File: config.mk
export PLATFORM = sky130hd
export DESIGN_NAME = pdm_mic_receiver
export DESIGN_NICKNAME = d
export VERILOG_FILES = /design/src/rtl/pdm_pkg.sv /design/src/rtl/pdm_decimator.sv /design/src/rtl/pdm_mic_receiver.sv
export SDC_FILE = /design/constraint.sdc
export NUM_CORES = 1
export LEC_CHECK = 0
export BUFFER_PORTS_ARGS = -buffer_cell sky130_fd_sc_hd__buf_2
export CORE_MARGIN = 2
export CORE_UTILIZATION = 61
export DETAILED_ROUTE_END_ITERATION = 6
export PLACE_DENSITY = 0.82
export SKIP_LAST_GASP = 1
export SYNTH_ARGS = -nofsm -noshare
export SYNTH_HDL_FRONTEND = slang
export SYNTH_SLANG_ARGS = --single-unit
File: constraint.sdc
create_clock -name CLK100MHZ -period 2.9 [get_ports CLK100MHZ]
set_input_delay 0.145 -clock CLK100MHZ [delete_from_list [all_inputs] [get_ports CLK100MHZ]]
set_output_delay 0.145 -clock CLK100MHZ [all_outputs]
set_load 0.03 [all_outputs]
File: src/rtl/pdm_pkg.sv
// Shared types and default configuration for the PDM microphone receiver.
package pdm_pkg;

    typedef enum logic [1:0] {
        IDLE    = 2'd0,
        ARMED   = 2'd1,
        FIRE    = 2'd2,
        HOLDOFF = 2'd3
    } clap_state_t;

    localparam int DEF_CLK_HALF_DIV    = 20;
    localparam int DEF_WINDOW          = 64;
    localparam int DEF_THRESH          = 16;
    localparam int DEF_HOLD_SAMPLES    = 2;
    localparam int DEF_HOLDOFF_SAMPLES = 1000;

    localparam int CNT_W = 16;

endpackage

File: src/rtl/pdm_decimator.sv
// Mic clock divider, synchronized PDM capture on mic_clk falling edges and
// ones-count decimation over WINDOW bits.
module pdm_decimator
    import pdm_pkg::*;
#(
    parameter int CLK_HALF_DIV = DEF_CLK_HALF_DIV,
    parameter int WINDOW       = DEF_WINDOW
) (
    input  logic                     clk,
    input  logic                     rst,
    input  logic                     enable,
    input  logic                     mic_data,
    output logic                     mic_clk,
    output logic [$clog2(WINDOW):0]  sample,
    output logic                     sample_valid
);

    localparam int DW = (CLK_HALF_DIV > 1) ? $clog2(CLK_HALF_DIV) : 1;
    localparam int BW = $clog2(WINDOW);
    localparam int SW = BW + 1;

    logic          sync1, sync2;
    logic [DW-1:0] div_cnt;
    logic [BW-1:0] bit_cnt;
    logic [SW-1:0] acc;
    logic          div_tc, fall, last_bit;

    assign div_tc   = (div_cnt == DW'(CLK_HALF_DIV - 1));
    assign fall     = enable && div_tc && mic_clk;
    assign last_bit = (bit_cnt == BW'(WINDOW - 1));

    always_ff @(posedge clk or posedge rst) begin
        if (rst) begin
            sync1 <= 1'b0;
            sync2 <= 1'b0;
        end else begin
            sync1 <= mic_data;
            sync2 <= sync1;
        end
    end

    // The final bit of a window goes straight into sample so the accumulator
    // can restart at zero without dropping it.
    always_ff @(posedge clk or posedge rst) begin
        if (rst) begin
            div_cnt      <= '0;
            mic_clk      <= 1'b0;
            bit_cnt      <= '0;
            acc          <= '0;
            sample       <= '0;
            sample_valid <= 1'b0;
        end else if (!enable) begin
            div_cnt      <= '0;
            mic_clk      <= 1'b0;
            bit_cnt      <= '0;
            acc          <= '0;
            sample_valid <= 1'b0;
        end else begin
            sample_valid <= 1'b0;
            if (div_tc) begin
                div_cnt <= '0;
                mic_clk <= ~mic_clk;
            end else begin
                div_cnt <= div_cnt + 1'b1;
            end
            if (fall) begin
                if (last_bit) begin
                    sample       <= acc + SW'(sync2);
                    sample_valid <= 1'b1;
                    acc          <= '0;
                    bit_cnt      <= '0;
                end else begin
                    acc     <= acc + SW'(sync2);
                    bit_cnt <= bit_cnt + 1'b1;
                end
            end
        end
    end

endmodule

File: src/rtl/pdm_mic_receiver.sv
// PDM microphone receiver with optional clap detector (macro PDM_CLAP_DETECT_EN);
// without the macro jump is tied low and only decimated samples are produced.
module pdm_mic_receiver
    import pdm_pkg::*;
#(
    parameter int CLK_HALF_DIV    = DEF_CLK_HALF_DIV,
    parameter int WINDOW          = DEF_WINDOW,
    parameter int THRESH          = DEF_THRESH,
    parameter int HOLD_SAMPLES    = DEF_HOLD_SAMPLES,
    parameter int HOLDOFF_SAMPLES = DEF_HOLDOFF_SAMPLES
) (
    input  logic                     CLK100MHZ,
    input  logic                     reset,
    input  logic                     enable,
    input  logic                     mic_data,
    output logic                     mic_clk,
    output logic [$clog2(WINDOW):0]  sample,
    output logic                     sample_valid,
    output logic                     jump
);

    localparam int SW = $clog2(WINDOW) + 1;

    if (WINDOW < 4 || WINDOW > 256 || (WINDOW & (WINDOW - 1)) != 0) begin : g_bad_window
        $error("pdm_mic_receiver: WINDOW must be a power of two in 4..256");
    end
    if (THRESH < 1 || THRESH > WINDOW / 2) begin : g_bad_thresh
        $error("pdm_mic_receiver: THRESH must be in 1..WINDOW/2");
    end
    if (HOLD_SAMPLES < 1 || HOLDOFF_SAMPLES < 1 || HOLDOFF_SAMPLES > 65535) begin : g_bad_hold
        $error("pdm_mic_receiver: HOLD_SAMPLES >= 1, HOLDOFF_SAMPLES in 1..65535");
    end

    pdm_decimator #(
        .CLK_HALF_DIV (CLK_HALF_DIV),
        .WINDOW       (WINDOW)
    ) u_decimator (
        .clk          (CLK100MHZ),
        .rst          (reset),
        .enable       (enable),
        .mic_data     (mic_data),
        .mic_clk      (mic_clk),
        .sample       (sample),
        .sample_valid (sample_valid)
    );

`ifdef PDM_CLAP_DETECT_EN
    localparam logic [SW-1:0] HALF = SW'(WINDOW / 2);

    clap_state_t      state, state_nx;
    logic [CNT_W-1:0] loud_cnt, loud_nx;
    logic [CNT_W-1:0] hold_cnt, hold_nx;
    logic [SW-1:0]    amp;
    logic             loud;

    // Subtract in whichever order stays non-negative; SW bits cover 0..WINDOW.
    assign amp  = (sample >= HALF) ? (sample - HALF) : (HALF - sample);
    assign loud = (int'(amp) >= THRESH);

    always_ff @(posedge CLK100MHZ or posedge reset) begin
        if (reset) begin
            state    <= IDLE;
            loud_cnt <= '0;
            hold_cnt <= '0;
        end else if (!enable) begin
            state    <= IDLE;
            loud_cnt <= '0;
            hold_cnt <= '0;
        end else begin
            state    <= state_nx;
            loud_cnt <= loud_nx;
            hold_cnt <= hold_nx;
        end
    end

    always_comb begin
        state_nx = state;
        loud_nx  = loud_cnt;
        hold_nx  = hold_cnt;
        jump     = enable && (state == FIRE);
        case (state)
            IDLE: begin
                if (sample_valid && loud) begin
                    state_nx = (HOLD_SAMPLES <= 1) ? FIRE : ARMED;
                    loud_nx  = (HOLD_SAMPLES <= 1) ? '0 : CNT_W'(1);
                end
            end
            ARMED: begin
                if (sample_valid) begin
                    if (!loud) begin
                        state_nx = IDLE;
                        loud_nx  = '0;
                    end else if (int'(loud_cnt) + 1 >= HOLD_SAMPLES) begin
                        state_nx = FIRE;
                        loud_nx  = '0;
                    end else begin
                        loud_nx = loud_cnt + 1'b1;
                    end
                end
            end
            FIRE: begin
                state_nx = HOLDOFF;
                hold_nx  = '0;
            end
            HOLDOFF: begin
                if (sample_valid) begin
                    if (int'(hold_cnt) + 1 >= HOLDOFF_SAMPLES) begin
                        state_nx = IDLE;
                        hold_nx  = '0;
                    end else begin
                        hold_nx = hold_cnt + 1'b1;
                    end
                end
            end
            default: state_nx = IDLE;
        endcase
    end
`else
    assign jump = 1'b0;
`endif

endmodule

Word level (Yosys, flattened, before mapping). Cells that the tools add are included.

Add/subtract/negate cells: 3. Equality and inequality tests: 4. Multiplexer cells: 13. Bitwise logic cells: 1. Reductions and logical operators: 3.

Operators by type and width (count): two-way mux 7 bit (3); two-way mux 6 bit (3); two-way mux 5 bit (2); adder 7 x 1 -> 7 bit (1); adder 6 x 1 -> 6 bit, second input constant (1); == test 6 bit, second input constant (1); adder 5 x 1 -> 5 bit, second input constant (1); == test 5 bit, second input constant (1); two-way mux 1 bit (5); != test 2 x 1 -> 1 bit, second input constant (2); AND reduction 3 bit (1); logical AND 1 bit (2); NOT 1 bit (1).

Register bits: 29. Bits of input ports: 4. Output and inout bits: 10.

Logic depth before layout (Yosys ltp). Gate-level depths: netlist of the first run.

Word-level depth: 5. Gate-level depth with buffers: 8.

Cells and area by module. A second synthesis of the first run with hierarchy kept.

Cells, all modules: 131. Area, all modules: 1430.1 um^2.

Modules (own cells, without submodules): pdm_decimator (instances 1, cells each 129, area each 1418.9 um^2); pdm_mic_receiver (instances 1, cells each 2, area each 11.3 um^2).

Worst setup path after synthesis of the first run. No wires, ideal clock.

Path type: reg-to-reg. Start: register u_decimator.div_cnt[0]. End: register u_decimator.bit_cnt[0]. Library setup time: 0.125 ns. Arrival: 1.688 ns. Required time: 2.775 ns. Setup slack: 1.087 ns. Cell stages (with the launch flop): 9. Period minus slack after synthesis: 1.813 ns. Cells stage by stage: dfrtp_1 ha_1 nor4bb_2 buf_6 and3_1 buf_6 and2_4 buf_6 mux2_4.

Cells in the longest elaborated chain, start to end: 4.

RTL lines: start: declaration (RTL line pdm_decimator.sv:23) `logic [DW-1:0] div_cnt;`; start signal: assignment (RTL line pdm_decimator.sv:64) `div_cnt <= div_cnt + 1'b1;`; == test 5 bit (RTL line pdm_decimator.sv:28) `assign div_tc = (div_cnt == DW'(CLK_HALF_DIV - 1));`; logical AND 1 bit (2 in series) (RTL line pdm_decimator.sv:29) `assign fall = enable && div_tc && mic_clk;`; != test 2 x 1 -> 1 bit (no source line); end signal: assignment (RTL line pdm_decimator.sv:74) `bit_cnt <= bit_cnt + 1'b1;`; end: declaration (RTL line pdm_decimator.sv:24) `logic [BW-1:0] bit_cnt;`.

Every way passes these cells. A chain may end at the register's enable or synchronous reset.

Worst setup path in the final report of the first run.
Start: register u_decimator.div_cnt[0]. End: register u_decimator.sample[5].

Cells in the longest elaborated chain, start to end: 4.

RTL lines: == test 5 bit (RTL line pdm_decimator.sv:28); logical AND 1 bit (2 in series) (RTL line pdm_decimator.sv:29); AND reduction 3 bit (no source line); end signal: assignment (RTL line pdm_decimator.sv:68) `sample <= acc + SW'(sync2);`; end: declaration (RTL line pdm_decimator.sv:14) `output logic [$clog2(WINDOW):0] sample,`.

Every way passes these cells.

==> flow_metrics.py, run 1 <==
metrics = {
    "cells_and_area": {
        "drive_above_1_share_pct": 26.0,
        "fin_util_pct": 69.3,
        "layout_common_cells": "dfrtp_1 (29), buf_2 (12), nand3_1 (8), xnor2_1 (6), a32o_1 (6)",
        "final_common_cell": "dfrtp_1",
        "final_nets": 138,
        "num_antenna_cells": 0,
        "stdcell_count": 159,
        "fillers": 161,
        "area_growth_syn_to_layout_pct": 8.11,
    },
    "critical_path": {
        "cp_num_cells": 6,
        "r2r_cells": 6,
        "cpLargestDelayFamily": "simple AND/OR/NAND/NOR gates",
        "critPathLaunch": "u_decimator.div_cnt[0]",
        "cp-start-kind": "flip-flop",
        "end_kind": "flip-flop",
        "reg2reg_to": "u_decimator.sample[5]",
        "worstSetupPathType": "flip-flop to flip-flop",
        "cp_max_fo": 9,
        "crit_buf_inv": 1,
        "worstReg2RegStart": "u_decimator.div_cnt[0]",
        "cp_cell_sequence": "ha_1 -> nor4bb_2 -> buf_4 -> nand3_4 -> nor2_8 -> mux2_2",
        "arrival_ns": 2.21,
        "cp-endpoint": "u_decimator.sample[5]",
        "crit_slowest_cell": "dfrtp_1",
        "required_ns": 3.11,
        "r2r_slack_ns": 0.90,
        "max_stage_delay_ns": 0.38,
    },
    "cts": {
        "clk_latency_ns": 0.33,
        "cts_resized": 0,
        "cts_tree": "yes",
        "clk_pin_slew_ns": 0.10,
        "cts_buffers": 5,
        "htreeDepth": 2,
        "clock_tree.buffer_depth": 2,
        "clock-root-buffer": "clkbuf_4",
        "cts_sinks": 29,
    },
    "floorplanning": {
        "die_h_microns": 52.0,
        "die_area_sq_mm": 0.00270,
        "die_w_microns": 52.0,
        "start_util_pct": 64.1,
        "ios": 14,
        "rows": 17,
        "core_area_sq_mm": 0.00219,
    },
    "outcome": {
        "status": "complete, no violations",
    },
    "power_and_ir_drop": {
        "power_density_mw_per_mm2": 443,
        "max-vdd-ir-drop_uv": 463,
        "power_mw": 0.673,
        "p_leak_nw": 0.791,
    },
    "route": {
        "drt-pass1-iter-count": 4,
        "wl_per_cell_microns": 14.6,
        "drt-initial-drc-count": 17,
        "via_per_inst": 5.81,
        "drc": 0,
        "routed_wl_microns": 2330,
        "ant_nets": 0,
        "vias": 924,
    },
    "run": {
        "cap_violations": 0,
    },
    "timing": {
        "fin_crit_sh_pct": 68.9,
        "hold_violations": 0,
        "rsz0062_at_grt": "false",
        "fmax_mhz": 500,
        "tns_ns": 0,
        "skew_ns": 0.0127,
        "slew_violations": 0,
        "finalCriticalPeriod_ns": 2.00,
        "setup_violations": 0,
        "slew_headroom_pct": 30.5,
        "worstMarginPinSlew_ns": 1.04,
    },
    "placement": {
        "gp_congestion": 0.780,
        "numPortBuffers": 12,
        "dpl.cell_count": 150,
        "dp_hpwl_microns": 1600,
    },
    "yosys": {
        "synth_edf_count": 0,
        "ys_seq_elements": 29,
        "netlist_area_sq_mm": 0.00140,
        "ys_types": 37,
        "synth_top_area_share_pct": 51.7,
        "synthCells": 115,
        "synth_warnings": 0,
        "synth.area.top_cells": "dfrtp_1 (52%), a32o_1 (4.3%), mux2_2 (4.0%)",
        "ys_seq_area_share_pct": 51.7,
        "synth_area_leader_cell": "dfrtp_1",
        "async_flop_share_pct": 100,
        "synthFlopType": "dfrtp_1",
        "syn_area_per_cell_sq_um": 12.2,
        "syn_nets": 123,
    },
    "min_path": {
        "hold_class": "input pin to async pin",
    },
    "grt": {
        "grt_pass1_wl_microns": 3940,
        "grt_max_degree": 30,
        "grt_overflow": 0,
        "grt_pass1_vias": 850,
        "antenna_found_initial": 0,
        "track_usage_pct": 21.0,
    },
}
==> logic make-up (layout without fill, tap and decap cells) <==
family                   count (synthesis)  count (layout)  share of synthesized area [%]
AO/OA/AOI/OAI                           17              17                           9.72
multiplexers                             8               8                           6.68
flip-flops                              29              29                           51.7
AND/OR/NAND/NOR                         39              39                           18.7
buffers and inverters                    9              25                           4.37
adder cells (fa/ha/maj)                  4               4                           3.57
XOR/XNOR                                 8               8                           4.99
other                                    1               1                          0.267
==> registers in the layout, indices dropped and copies added (netlist names) <==
register                  count
u_decimator.acc               7
u_decimator.bit_cnt           6
u_decimator.div_cnt           5
u_decimator.mic_clk           1
u_decimator.sample            7
u_decimator.sample_valid      1
u_decimator.sync1             1
u_decimator.sync2             1
==> repair_timing <==
item                                    in CTS  in global routing
endpoints found under the hold margin        1                  0
setup buffers                                0                  0
endpoints found under the setup margin       0                  0
hold buffers                                 1                  0
==> how the worst min path moves through the flow <==
| stage | cells after the start | to | from |
|---|---|---|---|
| after global routing | 2 | u_decimator.acc[4] | reset |
| after global placement | 1 | u_decimator.sync1 | mic_data |
| final | 2 | u_decimator.sample[1] | reset |
| after floorplan | 0 | u_decimator.sync1 | mic_data |
| after detailed placement | 1 | u_decimator.sync1 | mic_data |
| after CTS | 2 | u_decimator.sample[1] | reset |
==> per-layer routing <==
layer  track usage, %  share of wire (%)
met5                0                  0
met4             14.9                2.4
met3             8.33                6.5
met2             28.5                 46
met1             27.2                 45
==> Yosys cell counts (3+ instances only) <==
cell,count
dfrtp_1,29
nand3_1,8
a32o_1,6
xnor2_1,6
and2_1,5
and3_1,5
mux2_2,5
nand2_1,5
ha_1,4
a21boi_0,3
buf_6,3
inv_1,3
nor2b_1,3
o21ai_0,3
==> power by group <==
part / total (mW) / internal [mW] / switching [mW] / leakage (nW)
Sequential: 0.412 / 0.409 / 0.00329 / 0.398
Clock: 0.235 / 0.0922 / 0.143 / 0.0320
Combinational: 0.0257 / 0.00861 / 0.0171 / 0.361
Total: 0.673 / 0.510 / 0.163 / 0.791
==> cell type report <==
cell class | instances | area [sq um] | share of cell area [%]
Tap cell | 28 | 35.0 | 2.31
Sequential cell | 29 | 726 | 47.8
Inverter | 3 | 11.3 | 0.742
Timing Repair Buffer | 14 | 77.6 | 5.11
Multi-Input combinational cell | 77 | 617 | 40.6
Clock inverter | 2 | 10.0 | 0.660
Clock buffer | 6 | 41.3 | 2.72
==> worst register-to-register path: stages (launching register included) <==
cell and delay (ns):
dfrtp_1 0.38, ha_1 0.21, nor4bb_2 0.36, buf_4 0.21, nand3_4 0.16, nor2_8 0.22
mux2_2 0.36
==> metrics by stage <==
| step | cell area (sq um) | hold WS [ns] | setup WS [ns] |
|---|---|---|---|
| floorplan | 1400 | 0.176 | 1.09 |
| global placement | 1460 | 0.260 | 0.978 |
| detailed placement | 1460 | 0.264 | 0.890 |
| CTS | 1520 | 0.0811 | 0.881 |
| global route | 1520 | 0.150 | 0.716 |
| finish | 1520 | 0.0523 | 0.901 |
(Power assumes the default switching activity.)
==> run 2, diff against run 1 <==
--- a/config.mk
+++ b/config.mk
@@ -7,9 +7,9 @@
 export LEC_CHECK = 0
 export BUFFER_PORTS_ARGS = -buffer_cell sky130_fd_sc_hd__buf_2
 export CORE_MARGIN = 2
-export CORE_UTILIZATION = 61
+export CORE_UTILIZATION = 51
 export DETAILED_ROUTE_END_ITERATION = 6
-export PLACE_DENSITY = 0.82
+export PLACE_DENSITY = 0.73
 export SKIP_LAST_GASP = 1
 export SYNTH_ARGS = -nofsm -noshare
 export SYNTH_HDL_FRONTEND = slang
==> constraint.sdc (replaced) <==
create_clock -name CLK100MHZ -period 1.7 [get_ports CLK100MHZ]
set_input_delay 0.085 -clock CLK100MHZ [delete_from_list [all_inputs] [get_ports CLK100MHZ]]
set_output_delay 0.085 -clock CLK100MHZ [all_outputs]
set_load 0.03 [all_outputs]
==> run 2 against run 1 <==
Effect of this change:
- fmax is 21% higher
- core utilization shrank 6.0 points
- final cell count grew 11%
- critical endpoint is now u_decimator.acc[0]
==> flow_metrics.py, run 2 (synthesis results as in run 1) <==
metrics = {
    "cts": {
        "clock_tree.buffer_depth": 2,
        "htreeDepth": 2,
        "clock-root-buffer": "clkbuf_4",
        "clk_latency_ns": 0.33,
        "cts_buffers": 5,
        "cts_sinks": 29,
        "clk_pin_slew_ns": 0.09,
        "cts_tree": "yes",
    },
    "route": {
        "vias": 937,
        "routed_wl_microns": 2390,
        "drc": 0,
        "drt-pass1-iter-count": 4,
        "wl_per_cell_microns": 13.6,
        "ant_nets": 0,
        "via_per_inst": 5.32,
        "drt-initial-drc-count": 24,
    },
    "timing": {
        "slew_violations": 0,
        "finalCriticalPeriod_ns": 1.65,
        "setup_violations": 0,
        "hold_violations": 0,
        "setup_ws_ns": 0.0521,
        "tns_ns": 0,
        "rsz0062_at_grt": "true",
        "fin_crit_sh_pct": 96.9,
        "fmax_mhz": 607,
        "skew_ns": 0.00755,
    },
    "cells_and_area": {
        "fillers": 207,
        "regArea_sq_um": 726,
        "final_common_cell": "dfrtp_1",
        "num_antenna_cells": 0,
        "layout_common_cells": "dfrtp_1 (29), buf_4 (14), buf_2 (12), nand3_1 (8)",
        "drive_above_1_share_pct": 34.5,
        "multi_input_area_sq_um": 653,
        "final_nets": 152,
        "area_growth_syn_to_layout_pct": 21.0,
        "top_regs": "u_decimator.acc (7), u_decimator.sample (7), u_decimator.bit_cnt (6)",
        "stdcell_count": 176,
        "finalInstanceArea_sq_mm": 0.00170,
    },
    "power_and_ir_drop": {
        "p_leak_nw": 0.869,
        "max-vdd-ir-drop_uv": 674,
        "power_mw": 1.35,
        "power_density_mw_per_mm2": 796,
    },
    "outcome": {
        "status": "complete, no violations",
    },
    "placement": {
        "dpl.cell_count": 161,
        "pre_cts_ws_ns": -0.0107,
        "dp_hpwl_microns": 1640,
        "gp_congestion": 0.836,
        "numPortBuffers": 12,
        "place_area_sq_mm": 0.00154,
    },
    "run": {
        "cap_violations": 0,
    },
    "grt": {
        "antenna_found_initial": 0,
        "grt-busiest-layer": "met2",
        "grt_overflow": 0,
        "grt_pass1_vias": 974,
        "track_usage_pct": 17.5,
        "grtUsageMet2_pct": 24.4,
        "grt_max_degree": 30,
        "use_met1_pct": 23.4,
        "grt_pass1_wl_microns": 4180,
        "met3_usage_pct": 5.07,
    },
    "floorplanning": {
        "start_util_pct": 52.3,
        "ios": 14,
        "die_w_microns": 56.5,
        "die_h_microns": 56.5,
        "core_area_sq_mm": 0.00269,
        "die_area_sq_mm": 0.00319,
        "rows": 19,
    },
    "min_path": {
        "whs_path_depth": 2,
        "hold_class": "input pin to flip-flop",
    },
    "critical_path": {
        "worstSetupPathType": "flip-flop to flip-flop",
        "cp-start-kind": "flip-flop",
        "arrival_ns": 1.92,
        "required_ns": 1.97,
        "r2r_cells": 6,
        "end_kind": "flip-flop",
        "cp_max_fo": 7,
    },
}
-- run 2: final timing paths --
check / startpoint / to / slack (ns)
max reg2reg: u_decimator.div_cnt[1] / u_decimator.acc[0] / 0.05
min reg2reg: u_decimator.sync1 / u_decimator.sync2 / 0.36
max in group asynchronous: reset / u_decimator.bit_cnt[1] / 1.08
min in group asynchronous: reset / u_decimator.sample[6] / 0.35
min: enable / u_decimator.div_cnt[2] / 0.15
max: u_decimator.div_cnt[1] / u_decimator.acc[0] / 0.05
-- run 2: stage by stage --
step | hold WS (ns) | util [%]
final | 0.145 | 63.3
after floorplan | 0.116 | -
after global routing | 0.149 | 63.3
after CTS | 0.142 | 62.6
after global placement | 0.165 | 57.2
after detailed placement | 0.176 | 57.2
-- run 2: cell type report --
type	instances	share of cell area, %
well taps	31	2.28
inverters	3	0.663
clock buffers	7	3.24
flip-flops and latches	29	42.7
repair buffers	28	10.9
multi-input cells	77	38.4
clock inverters	1	1.77
-- run 2: where the power goes --
group          internal, mW  switching, mW
clock network         0.351          0.235
registers             0.697        0.00654
logic                0.0286         0.0337
total                  1.08          0.275
-- run 2: timing repair --
item | 4_1_cts | 5_1_grt
endpoints found under the setup margin | 7 | 15
cloned | 0 | 0
setup buffers | 4 | 1
pin swaps | 2 | 6
endpoints found under the hold margin | 30 | 0
hold buffers | 2 | 0
resized for setup | 1 | 2
-- run 2: routing by layer --
layer	routed length (microns)	part of all wire, %
met1	1140	48
met4	59	2.5
met2	1120	47
met3	68	2.8
met5	0	0
-- run 2: worst max-delay path, cell delays in order (launching register included) --
cell	delay, ns
dfrtp_1	0.40
ha_4	0.16
nor4bb_4	0.29
buf_4	0.19
and3_4	0.22
and2_4	0.19
a32o_1	0.14
==> run 3, diff against run 2 <==
--- a/config.mk
+++ b/config.mk
@@ -9,7 +9,7 @@
 export CORE_MARGIN = 2
 export CORE_UTILIZATION = 51
 export DETAILED_ROUTE_END_ITERATION = 6
-export PLACE_DENSITY = 0.73
+export PLACE_DENSITY = 0.77
 export SKIP_LAST_GASP = 1
 export SYNTH_ARGS = -nofsm -noshare
 export SYNTH_HDL_FRONTEND = slang
==> run 3 against run 2 <==
Effect of this change:
- the flow now finishes with violations (negative setup slack)
- global-route usage rose by 1.5 points
- via count rose by 4.1%
- clock skew fell by 0.0018 ns
- setup slack got worse by 0.054 ns
- core utilization fell by 2.1 points
- fmax fell by 3.2%
- wire length rose by 8.5%
- count of clock-buffer cells in the layout did not move
- flip-flop and latch count did not move
- sequential power barely moved
- first-iteration DRC count fell by 21%
- highest routed layer unchanged
==> flow_metrics.py, run 3 (synthesis results as in run 1) <==
metrics = {
    "route": {
        "routed_wl_microns": 2600,
        "drt-pass1-iter-count": 4,
        "wl_per_cell_microns": 14.9,
        "via_per_inst": 5.60,
        "vias": 975,
        "ant_nets": 0,
        "drt-initial-drc-count": 19,
        "drc": 0,
    },
    "floorplanning": {
        "rows": 19,
        "ios": 14,
        "start_util_pct": 52.3,
        "die_h_microns": 56.5,
        "die_area_sq_mm": 0.00319,
        "die_w_microns": 56.5,
        "core_area_sq_mm": 0.00269,
    },
    "placement": {
        "dp_hpwl_microns": 1790,
        "numPortBuffers": 12,
        "gp_congestion": 0.818,
    },
    "power_and_ir_drop": {
        "p_switching_mw": 0.262,
        "power_mw": 1.18,
        "p_int_mw": 0.920,
        "p_seq_share_pct": 59.4,
        "switching_share_pct": 22.2,
        "combPwrFrac_pct": 5.3,
        "max-vdd-ir-drop_uv": 554,
        "p_leak_nw": 0.853,
        "power_density_mw_per_mm2": 720,
        "pwr-share-clk_pct": 35.2,
    },
    "critical_path": {
        "required_ns": 1.96,
        "worstSetupPathType": "flip-flop to flip-flop",
        "end_kind": "flip-flop",
        "crit_buf_inv": 1,
        "cp_cell_sequence": "ha_2 -> nor4bb_4 -> buf_4 -> and3_4 -> and2_4 -> a32o_1",
        "cpLargestDelayFamily": "simple AND/OR/NAND/NOR gates",
        "r2r_slack_ns": -0.002,
        "crit_slowest_cell": "dfrtp_1",
        "cp_max_fo": 7,
        "arrival_ns": 1.96,
        "max_stage_delay_ns": 0.39,
        "cp-start-kind": "flip-flop",
    },
    "min_path": {
        "hold_class": "input pin to flip-flop",
    },
    "cts": {
        "cts_tree": "yes",
        "clk_latency_ns": 0.33,
        "clk_pin_slew_ns": 0.08,
        "clock_tree.buffer_depth": 2,
        "cts_buffers": 5,
        "cts_sinks": 29,
        "htreeDepth": 2,
        "clock-root-buffer": "clkbuf_4",
    },
    "grt": {
        "grt_pass1_wl_microns": 4410,
        "grt_max_degree": 30,
        "grt_pass1_vias": 1005,
        "track_usage_pct": 18.9,
        "grt_overflow": 0,
        "antenna_found_initial": 0,
    },
    "timing": {
        "rsz0062_at_grt": "true",
        "skew_ns": 0.00579,
        "fmax_mhz": 588,
        "setup_ws_ns": -0.00194,
        "hold_violations": 0,
        "slew_violations": 0,
        "fin_crit_sh_pct": 100,
        "setup_violations": 2,
        "finalCriticalPeriod_ns": 1.70,
    },
    "cells_and_area": {
        "num_antenna_cells": 0,
        "top_regs": "u_decimator.acc (7), u_decimator.sample (7), u_decimator.bit_cnt (6)",
        "fin_util_pct": 61.1,
        "regArea_sq_um": 726,
        "multi_input_area_sq_um": 633,
        "layout_common_cells": "dfrtp_1 (29), buf_4 (13), buf_2 (12), nand3_1 (8)",
        "final_nets": 151,
        "fillers": 222,
        "area_growth_syn_to_layout_pct": 16.9,
        "drive_above_1_share_pct": 32.9,
        "final_common_cell": "dfrtp_1",
    },
    "outcome": {
        "violations": "negative setup slack",
        "status": "finished, violations left",
    },
    "run": {
        "cap_violations": 0,
    },
}
==> run 3: cell count changes in the layout (fill, tap and decap cells not counted), sizes merged <==
cell    previous run  this run
buf               26        25
bufinv             1         0
==> run 3: worst register-to-register path, stage by stage (launching register included) <==
cell and delay [ns]:
dfrtp_1 0.39, ha_2 0.19, nor4bb_4 0.31, buf_4 0.20
and3_4 0.22, and2_4 0.19, a32o_1 0.14
==> run 3: what timing repair did <==
| action | in CTS | in global routing |
|---|---|---|
| pin swaps | 1 | 1 |
| setup endpoints to repair | 5 | 18 |
| hold buffers | 2 | 0 |
| resized for setup | 0 | 1 |
| buffers inserted | 2 | 2 |
| hold endpoints to repair | 30 | 0 |
==> run 3: final cells by class <==
type / instances / area share (%)
Timing Repair Buffer: 27 / 10.8
Inverter: 3 / 0.686
Clock buffer: 7 / 3.35
Multi-Input combinational cell: 77 / 38.6
Sequential cell: 29 / 44.2
Tap cell: 31 / 2.36
==> run 3: metal layers <==
metal / global-route usage (%) / share of wire (%) / up-vias
met2: 31.2 / 51 / 25
li1: - / - / 457
met3: 7.37 / 5.4 / 5
met1: 21.4 / 41 / 488
met5: 0 / 0 / -
met4: 9.18 / 1.9 / 0
==> run 3: per-stage QoR <==
stage	setup TNS, ns	hold WS (ns)	setup WS (ns)	cell area [sq um]	std cells
after floorplan	-0.0378	0.116	-0.0378	1420	115
after global placement	0	0.164	0.0735	1540	161
after detailed placement	0	0.176	0.0179	1540	161
after CTS	-0.00498	0.138	-0.00306	1630	172
after global routing	-1.84	0.140	-0.128	1640	174
final	-0.00216	0.153	-0.00194	1640	174
==> run 3: path summary, 6_finish.rpt <==
| check | end | cells after the start | from |
|---|---|---|---|
| max reg2reg | u_decimator.acc[0] | 6 | u_decimator.div_cnt[0] |
| min in group asynchronous | u_decimator.acc[3] | 4 | reset |
| max in group asynchronous | u_decimator.acc[0] | 4 | reset |
| max | u_decimator.acc[0] | 6 | u_decimator.div_cnt[0] |
| min | u_decimator.div_cnt[2] | 2 | enable |
| min reg2reg | u_decimator.sync2 | 0 | u_decimator.sync1 |
==> run 3: power groups by stage <==
stage	logic [mW]	registers (mW)	clock network (mW)
after floorplan	0.0366	0.716	0
after detailed placement	0.0544	0.716	0
after global routing	0.0710	0.704	0.457
after global placement	0.0528	0.716	0
after CTS	0.0615	0.702	0.427
final	0.0631	0.702	0.416
